## src/rtl/bus_arbiter_pkg.sv

```systemverilog
// Shared types and helpers for the snooping-bus arbiter and its round-robin picker.
package bus_arbiter_pkg;

   typedef enum logic [1:0] {ARB_IDLE, ARB_GRANT, ARB_BUSY} arb_state_e;

   // Grant-index width; a lone requester still gets a 1-bit index.
   function automatic int id_width(input int n);
      return (n <= 1) ? 1 : $clog2(n);
   endfunction

endpackage

```

## src/rtl/bus_arbiter_if.sv

```systemverilog
// Cache-to-arbiter request/grant bundle plus bus-sequencer completion and debug state.
interface bus_arbiter_if #(
   parameter int num_caches_p = 2
);
   import bus_arbiter_pkg::*;

   localparam int id_width_lp = id_width(num_caches_p);

   // Handshake: cache i raises cb_valid_i[i] and holds it until cb_yumi_o[i] pulses
   // for one cycle; the bus then belongs to it until txn_done_i or a watchdog release.
   logic [num_caches_p-1:0] cb_valid_i;
   logic [num_caches_p-1:0] cb_yumi_o;
   logic [num_caches_p-1:0] grant_o;
   logic [id_width_lp-1:0]  grant_id_o;
   logic                    busy_o;
   logic                    txn_done_i;
   logic                    err_timeout_o;
   arb_state_e              arb_state;

   modport slave (
      input  cb_valid_i, txn_done_i,
      output cb_yumi_o, grant_o, grant_id_o, busy_o, err_timeout_o, arb_state
   );

   modport master (
      output cb_valid_i, txn_done_i,
      input  cb_yumi_o, grant_o, grant_id_o, busy_o, err_timeout_o, arb_state
   );

endinterface

```

## src/rtl/bus_arbiter_rr_pick.sv

```systemverilog
// Combinational rotate-priority picker: first set request at or after ptr, wrapping.
module bus_arbiter_rr_pick
   import bus_arbiter_pkg::*;
#(
   parameter int num_req_p = 2,
   localparam int id_width_lp = id_width(num_req_p)
) (
   input  logic [num_req_p-1:0]   req,
   input  logic [id_width_lp-1:0] ptr,
   output logic [num_req_p-1:0]   grant,
   output logic [id_width_lp-1:0] id,
   output logic                   any
);

   localparam int sw_lp = id_width_lp + 1;
   localparam logic [num_req_p-1:0] one_lp = num_req_p'(1);

   logic [num_req_p-1:0] rot;
   logic [sw_lp-1:0]     off;
   logic [sw_lp-1:0]     sum;

   // Rotating a doubled vector puts request ptr at bit 0 without modulo arithmetic.
   always_comb begin
      rot = num_req_p'({req, req} >> ptr);
      off = '0;
      for (int k = num_req_p - 1; k >= 0; k--) begin
         if (rot[k]) off = sw_lp'(k);
      end
      sum = {1'b0, ptr} + off;
      if (sum >= sw_lp'(num_req_p)) sum = sum - sw_lp'(num_req_p);
      id    = sum[id_width_lp-1:0];
      any   = |req;
      grant = any ? (one_lp << id) : '0;
   end

endmodule

```

## src/rtl/bus_arbiter.sv

```systemverilog
// Round-robin owner of the shared snooping cache bus, with a hung-transaction watchdog.
module bus_arbiter
   import bus_arbiter_pkg::*;
#(
   parameter int num_caches_p = 2,
   parameter int timeout_p    = 1024
) (
   input  logic          clk_i,
   input  logic          reset_i,
   bus_arbiter_if.slave  bus
);

   localparam int id_width_lp  = id_width(num_caches_p);
   localparam int cnt_width_lp = $clog2(timeout_p + 1);

   arb_state_e              state_q, state_d;
   logic [num_caches_p-1:0] grant_q, pick_grant;
   logic [id_width_lp-1:0]  grant_id_q, ptr_q, pick_id;
   logic [cnt_width_lp-1:0] cnt_q;
   logic                    pick_any, busy_q, err_q, timeout_hit;

   bus_arbiter_rr_pick #(.num_req_p(num_caches_p)) u_pick (
      .req   (bus.cb_valid_i),
      .ptr   (ptr_q),
      .grant (pick_grant),
      .id    (pick_id),
      .any   (pick_any)
   );

   // A done pulse on the last watchdog cycle wins over the forced release.
   assign timeout_hit = (state_q == ARB_BUSY) && !bus.txn_done_i &&
                        (cnt_q == cnt_width_lp'(timeout_p - 1));

   always_ff @(posedge clk_i) begin
      if (reset_i) state_q <= ARB_IDLE;
      else         state_q <= state_d;
   end

   always_comb begin
      state_d = state_q;
      case (state_q)
         ARB_IDLE:  if (pick_any) state_d = ARB_GRANT;
         ARB_GRANT: state_d = ARB_BUSY;
         ARB_BUSY:  if (bus.txn_done_i || timeout_hit) state_d = ARB_IDLE;
         default:   state_d = ARB_IDLE;
      endcase
   end

   always_comb begin
      bus.cb_yumi_o = (state_q == ARB_GRANT) ? grant_q : '0;
   end

   always_ff @(posedge clk_i) begin
      if (reset_i) begin
         grant_q    <= '0;
         grant_id_q <= '0;
         ptr_q      <= '0;
         cnt_q      <= '0;
         busy_q     <= 1'b0;
         err_q      <= 1'b0;
      end else begin
         case (state_q)
            ARB_IDLE: begin
               if (pick_any) begin
                  grant_q    <= pick_grant;
                  grant_id_q <= pick_id;
                  busy_q     <= 1'b1;
               end
            end
            ARB_GRANT: begin
               ptr_q <= (grant_id_q == id_width_lp'(num_caches_p - 1)) ?
                        '0 : grant_id_q + id_width_lp'(1);
               cnt_q <= '0;
            end
            ARB_BUSY: begin
               if (cnt_q != cnt_width_lp'(timeout_p)) cnt_q <= cnt_q + cnt_width_lp'(1);
               if (bus.txn_done_i || timeout_hit) begin
                  grant_q    <= '0;
                  grant_id_q <= '0;
                  busy_q     <= 1'b0;
               end
               if (timeout_hit) err_q <= 1'b1;
            end
            default: ;
         endcase
      end
   end

   assign bus.grant_o       = grant_q;
   assign bus.grant_id_o    = grant_id_q;
   assign bus.busy_o        = busy_q;
   assign bus.err_timeout_o = err_q;
   assign bus.arb_state     = state_q;

endmodule
```

## src/flat_wrapper.sv

```systemverilog
// flat-port wrapper written by rule: the top's interface ports become plain ports
module bus_arbiter_flat import bus_arbiter_pkg::*;
#(
   parameter int num_caches_p = 2,
   parameter int timeout_p    = 1024
)
  (clk_i, reset_i, bus_cb_valid_i, bus_txn_done_i, bus_cb_yumi_o, bus_grant_o, bus_grant_id_o, bus_busy_o, bus_err_timeout_o, bus_arb_state);
  bus_arbiter_if #(.num_caches_p(num_caches_p)) bus_i ();
  input  logic clk_i;
  input  logic reset_i;
  input wire logic [$bits(bus_i.cb_valid_i)-1:0] bus_cb_valid_i;
  input wire logic [$bits(bus_i.txn_done_i)-1:0] bus_txn_done_i;
  output wire logic [$bits(bus_i.cb_yumi_o)-1:0] bus_cb_yumi_o;
  output wire logic [$bits(bus_i.grant_o)-1:0] bus_grant_o;
  output wire logic [$bits(bus_i.grant_id_o)-1:0] bus_grant_id_o;
  output wire logic [$bits(bus_i.busy_o)-1:0] bus_busy_o;
  output wire logic [$bits(bus_i.err_timeout_o)-1:0] bus_err_timeout_o;
  output wire logic [$bits(bus_i.arb_state)-1:0] bus_arb_state;
  assign bus_i.cb_valid_i = bus_cb_valid_i;
  assign bus_i.txn_done_i = bus_txn_done_i;
  assign bus_cb_yumi_o = bus_i.cb_yumi_o;
  assign bus_grant_o = bus_i.grant_o;
  assign bus_grant_id_o = bus_i.grant_id_o;
  assign bus_busy_o = bus_i.busy_o;
  assign bus_err_timeout_o = bus_i.err_timeout_o;
  assign bus_arb_state = bus_i.arb_state;
  bus_arbiter #(.num_caches_p(num_caches_p), .timeout_p(timeout_p)) u_core (.clk_i(clk_i), .reset_i(reset_i), .bus(bus_i));
endmodule
```

## config.mk

```make
export PLATFORM = sky130hd
export DESIGN_NAME = bus_arbiter_flat
export DESIGN_NICKNAME = d
export VERILOG_FILES = /design/src/rtl/bus_arbiter_pkg.sv /design/src/rtl/bus_arbiter_if.sv /design/src/rtl/bus_arbiter_rr_pick.sv /design/src/rtl/bus_arbiter.sv /design/src/flat_wrapper.sv
export SDC_FILE = /design/constraint.sdc
export NUM_CORES = 1
export LEC_CHECK = 0
export CORE_AREA = 2 2 50 61
export DETAILED_ROUTE_END_ITERATION = 10
export DIE_AREA = 0 0 52 63
export PLACE_DENSITY_LB_ADDON = 0.3
export SLEW_MARGIN = 20
export SYNTH_ARGS = -nofsm -noshare
export SYNTH_HDL_FRONTEND = slang
export SYNTH_HIERARCHICAL = 1
export SYNTH_SLANG_ARGS = --single-unit
```

## constraint.sdc

```tcl
create_clock -name clk_i -period 2.2 [get_ports clk_i]
set_clock_uncertainty 0.2 [all_clocks]
set_input_delay 0.44 -clock clk_i [delete_from_list [all_inputs] [get_ports clk_i]]
set_output_delay 0.44 -clock clk_i [all_outputs]
set_load 0.03 [all_outputs]
```

# After elaboration in Yosys (flattened, before gate mapping)
# Cells that the tools add are included.
[op_classes] n_addsub=4 mul=0 div_mod_pow=0 order_cmp=1 n_eq_ne=7 shift=2 mux=17 bitwise=0 n_reduce_logical=12
[op_table] op="$pmux 11 s2" n=1
[op_table] op="$add 11x1->11 const B" n=1
[op_table] op="$eq 11x10->1 const B" n=1
[op_table] op="$mux 11" n=1
[op_table] op="$ne 11x11->1 const B" n=1
[op_table] op="$mux 2" n=5
[op_table] op="$mux 1" n=6
[op_table] op="$pmux 2 s3" n=1
[op_table] op="$reduce_and 2->1" n=3
[op_table] op="$ne 2x2->1 const B" n=2
[op_table] op="$pmux 1 s2" n=2
[op_table] op="$pmux 2 s2" n=1
[op_table] op="$reduce_bool 2->1" n=2
[op_table] op="$shr 4x1->2" n=1
[op_table] op="$reduce_and 3->1" n=1
[op_table] op="$add 1x2->2" n=1
[op_table] op="$eq 2x1->1 const B" n=1
[op_table] op="$eq 2x2->1 const B" n=1
[op_table] op="$ge 2x2->1 const B" n=1
[op_table] op="$logic_and 1x1->1" n=2
[op_table] op="$logic_not 2->1" n=1
[op_table] op="$ne 2x1->1 const B" n=1
[op_table] op="$reduce_or 2->1" n=1
[op_table] op="$shl 1x1->2 const A" n=1
[op_table] op="4 further kinds" n=4
[totals] register_bits=19 latchBits=0 ram_bits=0 mem_bits_ro=0 input_bits=5 output_inout_bits=9 elab_cells=50 mem_count=0

# Logic depth before layout (Yosys ltp)
[logic_depth] depth_word=9 ltp_mapped=6

# Hierarchy
# The synthesis kept the hierarchy.
[modules_own_cells] module="bus_arbiter" n_inst=1 cells_each=132 area_per_inst_um2=1079.8 seq_area_each_um2=380.4
[modules_own_cells] module="bus_arbiter_rr_pick" n_inst=1 cells_each=6 area_per_inst_um2=36.3 seq_area_each_um2=0.0

# Worst setup path after synthesis
# OpenSTA, ideal clock, no wires.
[synth_path] path_type="reg2out" startpoint="reg u_core.state_q[0] (netlist: u_core/bus.arb_state[0])" endpoint="out bus_cb_yumi_o[0]" arrival_ps=1415 path_slack_ps=145 path_stages_with_launch=4 path_cell_list="dfxtp_1 clkbuf_1 nor2b_1 and2_1"
[synth_via] elab_chain_len=2
[synth_rtl] element="start: declaration" line_no="bus_arbiter.sv:16" source="arb_state_e state_q, state_d;"
[synth_rtl] element="start signal: assignment" line_no="bus_arbiter.sv:36" source="else state_q <= state_d;"
[synth_rtl] element="$eq 2x1->1" line_no="bus_arbiter.sv:50" source="bus.cb_yumi_o = (state_q == ARB_GRANT) ? grant_q : '0;"
[synth_rtl] element="$mux 2" line_no="bus_arbiter.sv:50"
[synth_rtl] element="end: declaration" line_no="flat_wrapper.sv:13" source="output wire logic [$bits(bus_i.cb_yumi_o)-1:0] bus_cb_yumi_o;"
# No other way between the ends.

# Worst setup path after layout
[layout_path] startpoint="reg u_core.state_q[1] (netlist: u_core/bus.arb_state[1])" endpoint="out bus_cb_yumi_o[1]"
# Same word-level chain as after synthesis.

==> impl_metrics.env <==
export IMPL_status="finished clean"
export IMPL_max_freq_ghz=0.482
export IMPL_cts_tree="built"
export IMPL_gp_congestion=0.778
export IMPL_pin_count=14
export IMPL_syn_avg_cell_area_sq_um=8.09
export IMPL_finalHoldViolations=0
export IMPL_port_buffers=13
export IMPL_grt_total_usage_pct=17.9
export IMPL_area_delta_synth_final_pct=21.6
export IMPL_p_leak_uw=0.000457
export IMPL_drv_slew=0
export IMPL_p_total_uw=712
export IMPL_crit_path_max_incr_delay_ps=650
export IMPL_yosys_area_top_type="dfxtp_1"
export IMPL_initial_utilization_pct=41.2
export IMPL_vdd_ir_drop_worst_uv=300
export IMPL_async_flop_share_pct=0
export IMPL_path_clk_slew_ps=110
export IMPL_placed_cell_area_sq_um=1330
export IMPL_min_period_ps=2080
export IMPL_root_buffer="clkbuf_4"
export IMPL_cp_cell_sequence="nor2b_1 -> and2_1 -> buf_4"
export IMPL_final_core_util_pct=50.2
export IMPL_antenna_found_initial=0
export IMPL_synth_area_leaders="dfxtp_1 34%, nor2_1 5.4%, a21oi_1 3.1%"
export IMPL_std_cell_rows=21
export IMPL_num_antenna_cells=0
export IMPL_clock_latency_ps=300
export IMPL_route_detailed_drc=0
export IMPL_relSlewSlack_pct=67.3
export IMPL_finalWirelength_mm=2.58
export IMPL_clock_sinks=19
export IMPL_drt_iter0_markers=22
export IMPL_rsz0062_at_grt="no"
export IMPL_die_h_microns=63
export IMPL_yosysSeqAreaShare_pct=34.1
export IMPL_crit_fanout=15
export IMPL_routed_via_density=5.56
export IMPL_worst_ep_arrival_time_ps=1440
export IMPL_synth_net_count=145
export IMPL_critPathKind="reg -> out"
export IMPL_yosysWarnings=6
export IMPL_final_cell_area_sq_um=1360
export IMPL_coreArea_sq_um=2710
export IMPL_synth_seq_cells=19
export IMPL_cp_top_family="flip-flops"
export IMPL_cp_slowest_cell="dfxtp_1"
export IMPL_drive_above_1_share_pct=15.2
export IMPL_period_share_pct=94.4
export IMPL_synth_distinct_cells=43
export IMPL_setup_violations_final=0
export IMPL_wl_per_cell_microns=13.4
export IMPL_whs_ps=249
export IMPL_grt_max_degree=19
export IMPL_end_kind="primary output"
export IMPL_nNetsFinal=166
export IMPL_p_per_area_nw_per_um2=525
export IMPL_postSynthCellCount=138
export IMPL_grt_pass1_vias=1070
export IMPL_crit_required_ps=1560
export IMPL_postCtsSetupBuffers=0
export IMPL_clockBufferDepth=2
export IMPL_synth_main_ff_cell="dfxtp_1"
export IMPL_drv_cap=0
export IMPL_syn_area_sq_um=1120
export IMPL_ant_nets=0
export IMPL_hp_class="reg -> reg"
export IMPL_yosysTopAreaCellShare_pct=34.1
export IMPL_via_count=1068
export IMPL_worst_path_buf_inv=1
export IMPL_worst_pin_slew_ps=491
export IMPL_grt_pass1_wl_mm=4.47
export IMPL_start_kind="flip-flop"
export IMPL_grt_overflow=0
export IMPL_cts_buffers=3
export IMPL_dieWidth_microns=52
export IMPL_setup_tns_final_ps=0
export IMPL_dpl_hpwl_mm=1.89
export IMPL_first_pass_iters=4
export IMPL_nFillCells=259
export IMPL_htreeDepth=1
export IMPL_design_die_area_sq_um=3280
export IMPL_synth_enable_flop_cells=0
## tightest hold or removal path: stages (launching register included)
cell     delay [ps]
dfxtp_1         330
inv_1            40
a21oi_1          50
## per-layer routing
| metal | global-route usage, % | routed length [microns] | part of all wire (%) | vias to the layer above |
|---|---|---|---|---|
| li1 | - | - | - | 540 |
| met1 | 21.6 | 1160 | 45 | 499 |
| met2 | 29.7 | 1280 | 50 | 23 |
| met3 | 3.11 | 93 | 3.6 | 6 |
| met4 | 8.88 | 48 | 1.9 | 0 |
| met5 | 0 | 0 | 0 | - |
## report_power, final
part | leakage (uW) | internal [uW] | switching (uW)
registers | 0.000154 | 357 | 18.1
clock network | 0.0000177 | 67.8 | 118
logic | 0.000285 | 64.9 | 86.4
## logic make-up after synthesis
logic type / after synthesis / synth area share (%)
xor+xnor: 4 / 3.14
mux: 1 / 0.897
fa+ha+maj: 2 / 2.24
flops: 19 / 34.1
buf+inv: 15 / 5.27
compound gates: 31 / 19.4
simple gates: 66 / 35.0
## stage by stage
stage                     worst slack, ps  instances
after floorplan                       145        138
after global placement                138        188
after detailed placement             80.9        188
after CTS                             106        192
after global routing                 20.2        192
final                                 124        192
## registers in the layout, summed over array words and instances (netlist names)
| register | cells |
|---|---|
| u_core/bus.err_timeout_o | 1 |
| u_core/cnt_q | 11 |
| u_core/ptr_q | 1 |
| u_core/bus.grant_o | 2 |
| u_core/bus.arb_state | 2 |
| u_core/bus.grant_id_o | 1 |
| u_core/bus.busy_o | 1 |
## what timing repair did
action                                 CTS  global route
endpoints found under the hold margin    0             0
setup endpoints to repair                1             0
hold buffers                             0             0
gates resized for setup                  1             0
## layout make-up
type / count / area [sq um] / share of cell area (%)
Multi-Input combinational cell: 104 / 677 / 49.9
Sequential cell: 19 / 380 / 28.0
Timing Repair Buffer: 24 / 204 / 15.0
Tap cell: 34 / 42.5 / 3.13
Inverter: 7 / 26.3 / 1.94
Clock buffer: 3 / 22.5 / 1.66
Clock inverter: 1 / 5.00 / 0.369
## placed cells by master (no fill, tap or decap), types with 3 or more instances in the layout
master,n
xnor2_1,4
nand3_1,4
nor2_1,16
nor2b_1,3
o21bai_1,3
nand2_1,6
a311oi_1,4
dfxtp_1,19
buf_4,14
nand2b_1,5
a21oi_1,7
o22ai_1,3
and2_1,3
o21ai_0,3
nand4b_1,4
o211ai_1,4
nor4b_1,3
clkbuf_4,3
inv_1,7
nor4_1,4
clkdlybuf4s50_1,9
## path summary, 6_finish.rpt
| path | from | to | slack, ps | cells after the start |
|---|---|---|---|---|
| setup / recovery | u_core/bus.arb_state[1] | bus_cb_yumi_o[1] | 120 | 3 |
| hold / removal | u_core/bus.err_timeout_o | u_core/bus.err_timeout_o | 250 | 2 |
| setup reg to reg | u_core/cnt_q[0] | u_core/bus.err_timeout_o | 160 | 5 |
| hold reg to reg | u_core/bus.err_timeout_o | u_core/bus.err_timeout_o | 250 | 2 |
## Yosys cell counts (3+ instances only)
| cell type | count |
|---|---|
| dfxtp_1 | 19 |
| nor2_1 | 16 |
| a21oi_1 | 7 |
| inv_1 | 7 |
| nand2_1 | 6 |
| clkbuf_1 | 5 |
| nand2b_1 | 5 |
| a311oi_1 | 4 |
| nand3_1 | 4 |
| nand4b_1 | 4 |
| nor4_1 | 4 |
| o211ai_1 | 4 |
| xnor2_1 | 4 |
| and2_1 | 3 |
| nor2b_1 | 3 |
| nor4b_1 | 3 |
| o21ai_0 | 3 |
| o21bai_1 | 3 |
| o22ai_1 | 3 |
Note: power is estimated with default switching activity, not from simulation.
